<file path="src/rtl/led_sequencer.sv">
// LED pattern sequencer: divider-paced or step-driven pattern engine
// with rotate, bounce and blink modes plus a power indicator.
module led_sequencer #(
  parameter int N_LEDS  = 4,
  parameter int DIV_MAX = 12000000,
  parameter int DIV_W   = 24
) (
  input  logic              clk,
  input  logic              rst_n,
  input  logic              en,
  input  logic [1:0]        mode,
  input  logic              step,
  output logic [N_LEDS-1:0] led,
  output logic              pwr_led,
  output logic              tick
);

  typedef enum logic [1:0] {
    M_DOWN   = 2'b00,
    M_UP     = 2'b01,
    M_BOUNCE = 2'b10,
    M_BLINK  = 2'b11
  } mode_t;

  localparam logic [DIV_W-1:0]  LP_MAX = DIV_W'(DIV_MAX);
  localparam logic [N_LEDS-1:0] LP_ONE = N_LEDS'(1);

  logic [DIV_W-1:0]  r_cnt;
  logic [N_LEDS-1:0] r_led;
  mode_t             r_mode;
  logic              r_dn;
  logic              r_init;
  logic              r_tick;

  mode_t             w_mode;
  logic              w_term;
  logic              w_adv;
  logic [N_LEDS-1:0] w_nxt_led;
  logic              w_nxt_dn;

  assign w_mode = mode_t'(mode);
  assign w_term = en && (r_cnt == LP_MAX);
  assign w_adv  = r_init && (w_term || step);

  // Next pattern and bounce direction for an advance event.
  always_comb begin
    w_nxt_led = r_led;
    w_nxt_dn  = r_dn;
    if (w_mode != r_mode) begin
      w_nxt_led = (w_mode == M_BLINK) ? '1 : LP_ONE;
      w_nxt_dn  = 1'b0;
    end else begin
      unique case (r_mode)
        M_DOWN:
          w_nxt_led = {r_led[0], r_led[N_LEDS-1:1]};
        M_UP:
          w_nxt_led = {r_led[N_LEDS-2:0], r_led[N_LEDS-1]};
        M_BOUNCE: begin
          if (!r_dn) begin
            if (r_led[N_LEDS-1]) begin
              w_nxt_dn  = 1'b1;
              w_nxt_led = r_led >> 1;
            end else begin
              w_nxt_led = r_led << 1;
            end
          end else begin
            if (r_led[0]) begin
              w_nxt_dn  = 1'b0;
              w_nxt_led = r_led << 1;
            end else begin
              w_nxt_led = r_led >> 1;
            end
          end
        end
        M_BLINK:
          w_nxt_led = ~r_led;
        default:
          w_nxt_led = r_led;
      endcase
    end
  end

  // Init load after reset, then divider and pattern state updates.
  always_ff @(posedge clk or negedge rst_n) begin
    if (!rst_n) begin
      r_cnt  <= '0;
      r_led  <= '0;
      r_mode <= M_DOWN;
      r_dn   <= 1'b0;
      r_init <= 1'b0;
      r_tick <= 1'b0;
    end else if (!r_init) begin
      r_init <= 1'b1;
      r_led  <= LP_ONE;
    end else begin
      if (en) begin
        r_cnt <= (r_cnt == LP_MAX) ? '0 : r_cnt + 1'b1;
      end
      r_tick <= w_adv;
      if (w_adv) begin
        r_mode <= w_mode;
        r_led  <= w_nxt_led;
        r_dn   <= w_nxt_dn;
      end
    end
  end

  assign led     = r_led;
  assign tick    = r_tick;
  assign pwr_led = rst_n;

endmodule

</file>
<file path="config.mk">
export PLATFORM = sky130hd
export DESIGN_NAME = led_sequencer
export DESIGN_NICKNAME = d
export VERILOG_FILES = /design/src/rtl/led_sequencer.sv
export SDC_FILE = /design/constraint.sdc
export NUM_CORES = 1
export LEC_CHECK = 0
export ABC_AREA = 1
export BUFFER_PORTS_ARGS = -buffer_cell sky130_fd_sc_hd__buf_2
export CORE_AREA = 2 2 66 68
export CTS_BUF_LIST = sky130_fd_sc_hd__clkbuf_16
export CTS_CLUSTER_SIZE = 16
export DETAILED_ROUTE_END_ITERATION = 16
export DIE_AREA = 0 0 68 70
export GPL_ROUTABILITY_DRIVEN = 0
export GPL_TIMING_DRIVEN = 1
export HOLD_SLACK_MARGIN = 0.03
export PLACE_DENSITY_LB_ADDON = 0.12
export SYNTH_ARGS = -nofsm -noshare
export SYNTH_HDL_FRONTEND = slang
export SYNTH_SLANG_ARGS = --single-unit
</file>
<file path="constraint.sdc">
create_clock -name clk -period 1.4 [get_ports clk]
set_input_delay 0.07 -clock clk [delete_from_list [all_inputs] [get_ports clk]]
set_output_delay 0.07 -clock clk [all_outputs]
set_load 0.01 [all_outputs]
</file>
After elaboration in Yosys (flattened, before gate mapping)
Index checks and enable logic that the tools add are counted.
W data, S select, Z words.
Storage, ports and cells
  register bits: 33
  input bits: 6
  output and inout port bits: 6
  word-level logic and storage cells: 37
Operators by class
  add/sub/neg operators: 1
  equality and inequality tests: 7
  muxes and demuxes: 14
  bitwise gates (word level): 1
  reduce and logical (&&, ||, !) cells: 8
Operator list (count)
  $mux W4: 7
  $add A24 B1 Y24 const B: 1
  $eq A24 B24 Y1 const B: 1
  $mux W24: 1
  $pmux W4 S4: 1
  $eq A2 B2 Y1 const B: 3
  $mux W1: 5
  $not A4 Y4: 1
  $reduce_and A2 Y1: 2
  $reduce_and A3 Y1: 1
  $eq A2 B1 Y1 const B: 1
  $logic_and A1 B1 Y1: 2
  $logic_not A2 Y1: 1
  $ne A2 B1 Y1 const B: 1
  $ne A2 B2 Y1: 1
  $reduce_bool A2 Y1: 1
  $logic_or A1 B1 Y1: 1

Longest topological paths before layout
  depth after elaboration: 6
  depth in mapped cells: 11
  mapped depth without buffers: 11

Least setup slack after synthesis
OpenSTA, ideal clock, no wires.
  path kind: register to register
  from: register r_cnt[0]
  to: register r_mode[0]
  setup time: 118 ps
  arrival: 1325 ps
  required time: 1282 ps
  path slack: -43 ps
  cell stages (with the launch flop): 12
  path buffers: 0
  clock period less this slack: 1443 ps
  path through: dfrtp_1 > inv_1 > ha_1 > nand2_1 > nor2_1 > nand2_1 > nor2_2 > nand3_2 > nand2_2 > nand2_2 > nand2_1 > o21ai_2
On the way
  longest elaborated chain between the ends: 5
RTL lines
  from (decl): line 28  | logic [DIV_W-1:0] r_cnt;
  from (signal assigned): line 97  | r_cnt <= (r_cnt == LP_MAX) ? '0 : r_cnt + 1'b1;
  $eq A24 B24 Y1: line 42  | assign w_term = en && (r_cnt == LP_MAX);
  $logic_and A1 B1 Y1: line 42
  $logic_or A1 B1 Y1: line 43  | assign w_adv = r_init && (w_term || step);
  $logic_and A1 B1 Y1: line 43
  $reduce_and A2 Y1 (no source line)
  to (signal assigned): line 101  | r_mode <= w_mode;
  to (decl): line 30  | mode_t r_mode;
No other way between the ends.
A chain may end at the register's enable or synchronous reset.

Worst setup path after layout
  from: register r_cnt[1]
  to: register r_cnt[17]
On the way
  longest elaborated chain between the ends: 2
  elaborated cells between the ends (all ways): 3
  classes of those cells: add/sub (1); eq/ne (1); mux (1)
RTL lines (line)
  $add A24 B1 Y24 / $eq A24 B24 Y1 (equally long branches): 97
  $mux W24 (*): 97
Mark *: on every way between the ends. The rest lies on a longest branch, timed or not.

==> results.yml <==
clock_network:
  cts.sinks: 33
  cts_buffers: 5
  h-tree-depth: 2
  path_clk_slew_ns: 0.06
  clk_latency_ns: 0.28
  cts_tree: "yes"
  ctsRootBufferMaster: "clkbuf_16"
  cts_max_path_buffers: 2
synthesis:
  synth_fp_nets: 318
  synthTopCellsByArea: "dfrtp_1 (38%), nand2_1 (14%), inv_1 (8.4%), nor2_1 (7.5%), nand3_1 (5.3%)"
  seq_area_frac_synth: 0.3833
  syn_area_mm2: 0.002155
  synth_cell_types: 29
  synth.avg_cell_area_um2: 6.950
  yosysWarnings: 0
  synth_cells: 310
  ys_ff_latch: 33
  synth_largest_area_cell: "dfrtp_1"
  synth_top_cell_area_share: 0.3833
floorplanning:
  initial_core_util: 0.5199
  fp.dieH_um: 70
  pin_count: 12
  coreArea_mm2: 0.004144
  die_x_um: 68
  dieArea_mm2: 0.004760
  num_rows: 24
power_and_ir_drop:
  p_leak_nw: 1.591
  power.total_mw: 3.027
  p_seq_frac: 0.392
  clkPwrFrac: 0.347
  power.density_mw_per_mm2: 994.8
  intPower_mw: 2.046
  p_sw_frac: 0.3242
  p_sw_mw: 0.9813
  irDropWorstVdd_uv: 586.4
  pwr-share-comb: 0.260
setup_path:
  cp_max_fo: 4
  cp-end-kind: "flip-flop"
  path_class: "reg -> reg"
  worst_r2r_path_depth: 10
  cp_data_arrival_time_ns: 1.77
  cp-start-kind: "flip-flop"
  required_ns: 1.57
timing:
  period_share: 1.146
  fin_crit_ns: 1.605
  fmax_ghz: 0.6231
  hold_violations: 0
  drv_slew: 0
  skew_ns: 0.006113
  whs_ns: 0.08593
  setup_violations: 20
  rsz0062_at_grt: "true"
  fin_ws_ns: -0.2049
drt:
  drt-wirelength-per-cell_um: 13.31
  viasPerCell: 5.085
  drt_first_pass_iters: 4
  drtIter0Drc: 141
  maxUsedRoutingLayer: "met4"
  met3_length_um: 199
  wl_met2_um: 2971
  vias: 2222
  drc_errors: 0
  totalWireLength_um: 5816
  drt-met1-wl_um: 2501
  ant_nets: 0
layout:
  area_growth_syn_to_layout_pct: 41.23
  fin_util: 0.7343
  final_area_mm2: 0.003043
  diodes: 0
  layout_common_cells: "nand2_1 (75), buf_4 (56), inv_1 (43)"
  drive_gt1_frac: 0.3688
  nets: 392
  final_common_cell: "nand2_1"
global_route:
  grt_start_max_net_pins: 19
  grt_pass1_wl_um: 9501
  grt_overflow: 0
  grt_pass1_vias: 2154
  grt_use_total: 0.2619
  antenna_found_initial: 0
min_path:
  hold_class: "in -> reg"
  hold_depth: 3
run:
  maxCapViolCount: 0
run_status:
  violations: "negative setup slack"
  outcome: "complete, but fails checks"
placed_design:
  dp_slack_ns: -0.1454
  io_buffers: 11
  place_area_mm2: 0.002653
  dp_hpwl_um: 4096
cells by family (layout without fill, tap and decap cells):
logic type	count (synthesis)	count (layout)	share of synthesized area
xor+xnor	7	7	0.02846
compound gates	23	23	0.05866
fa+ha+maj	2	2	0.01161
other cells	1	1	0.001740
flops	33	33	0.3833
simple gates	191	192	0.4216
buf+inv	53	127	0.09465
power groups by stage:
| stage | sequential, mW | clock, mW | combinational, mW |
|---|---|---|---|
| after floorplan | 1.17 | 0 | 0.372 |
| after global placement | 1.18 | 0 | 0.603 |
| after detailed placement | 1.18 | 0 | 0.615 |
| after CTS | 1.17 | 1.07 | 0.669 |
| after global routing | 1.21 | 1.11 | 0.871 |
| final | 1.19 | 1.05 | 0.788 |
path summary, 6_finish.rpt:
path / from / end / slack, ns
min in group asynchronous: rst_n / r_cnt[4]$_DFFE_PN0P_ / 0.24
max in group asynchronous: rst_n / r_cnt[23]$_DFFE_PN0P_ / 0.58
max reg2reg: r_cnt[1]$_DFFE_PN0P_ / r_cnt[17]$_DFFE_PN0P_ / -0.20
min: mode[1] / r_mode[1]$_DFFE_PN0P_ / 0.09
min reg2reg: tick$_DFFE_PN0P_ / tick$_DFFE_PN0P_ / 0.49
max: r_cnt[1]$_DFFE_PN0P_ / r_cnt[17]$_DFFE_PN0P_ / -0.20
flip-flops by register name, summed over array words and instances, names as in the netlist:
register	count
led	4
r_dn	1
r_init	1
r_mode	2
r_cnt	24
tick	1
Yosys cell counts:
| cell type | n |
|---|---|
| nor2_2 | 5 |
| nand3_2 | 5 |
| buf_2 | 1 |
| nor2_4 | 3 |
| nor3_2 | 1 |
| o21ai_0 | 10 |
| nand4_1 | 10 |
| a21oi_1 | 7 |
| conb_1 | 1 |
| nand4_2 | 1 |
| o21bai_1 | 1 |
| o21ai_2 | 2 |
| nand2_2 | 8 |
| o21ai_1 | 2 |
| nor4_1 | 2 |
| nand2_1 | 81 |
| nor2_1 | 43 |
| dfrtp_1 | 33 |
| o22ai_1 | 1 |
| nand2_4 | 1 |
| inv_1 | 48 |
| nand3b_1 | 1 |
| buf_4 | 1 |
| inv_2 | 3 |
| ha_1 | 2 |
| nor3_4 | 1 |
| xor2_1 | 7 |
| nand3_1 | 23 |
| nor3_1 | 6 |
critical path, cell delays in order (launching register included):
cell     delay, ns
dfrtp_1       0.41
inv_2         0.09
ha_4          0.14
nand2_2       0.04
nor2_1        0.09
nand2_1       0.10
nor2_4        0.14
buf_4         0.13
nand4_2       0.16
nand2_1       0.14
nor2_1        0.04
routing by layer:
layer / GRT usage / vias up
met1: 0.3421 / 1024
met2: 0.4347 / 50
met3: 0.04026 / 13
met5: 0 / -
met4: 0.08889 / 0
li1: - / 1135
timing repair:
action	in CTS	in global routing
setup buffers	4	4
pin swaps	10	9
gates cloned	1	0
setup endpoints to repair	28	30
gates resized for setup	20	30
hold buffers	1	0
endpoints found under the hold margin	15	0
layout make-up:
type                            count  area, um2
Multi-Input combinational cell    225       1333
Clock buffer                        5      125.1
Fill cell                         340       1101
Sequential cell                    33      829.5
Tap cell                           52      65.06
Timing Repair Buffer               68      485.5
Inverter                           51      191.4
Clock inverter                      3      13.76
stage by stage:
step            TNS, ns  instances
2_1_floorplan  -0.04502        310
4_1_cts          -1.322        434
5_1_grt          -4.616        437
6_report         -2.535        437
3_5_place_dp     -2.147        420
3_3_place_gp     -1.624        420
No activity file was read; power rests on OpenSTA's default activity.
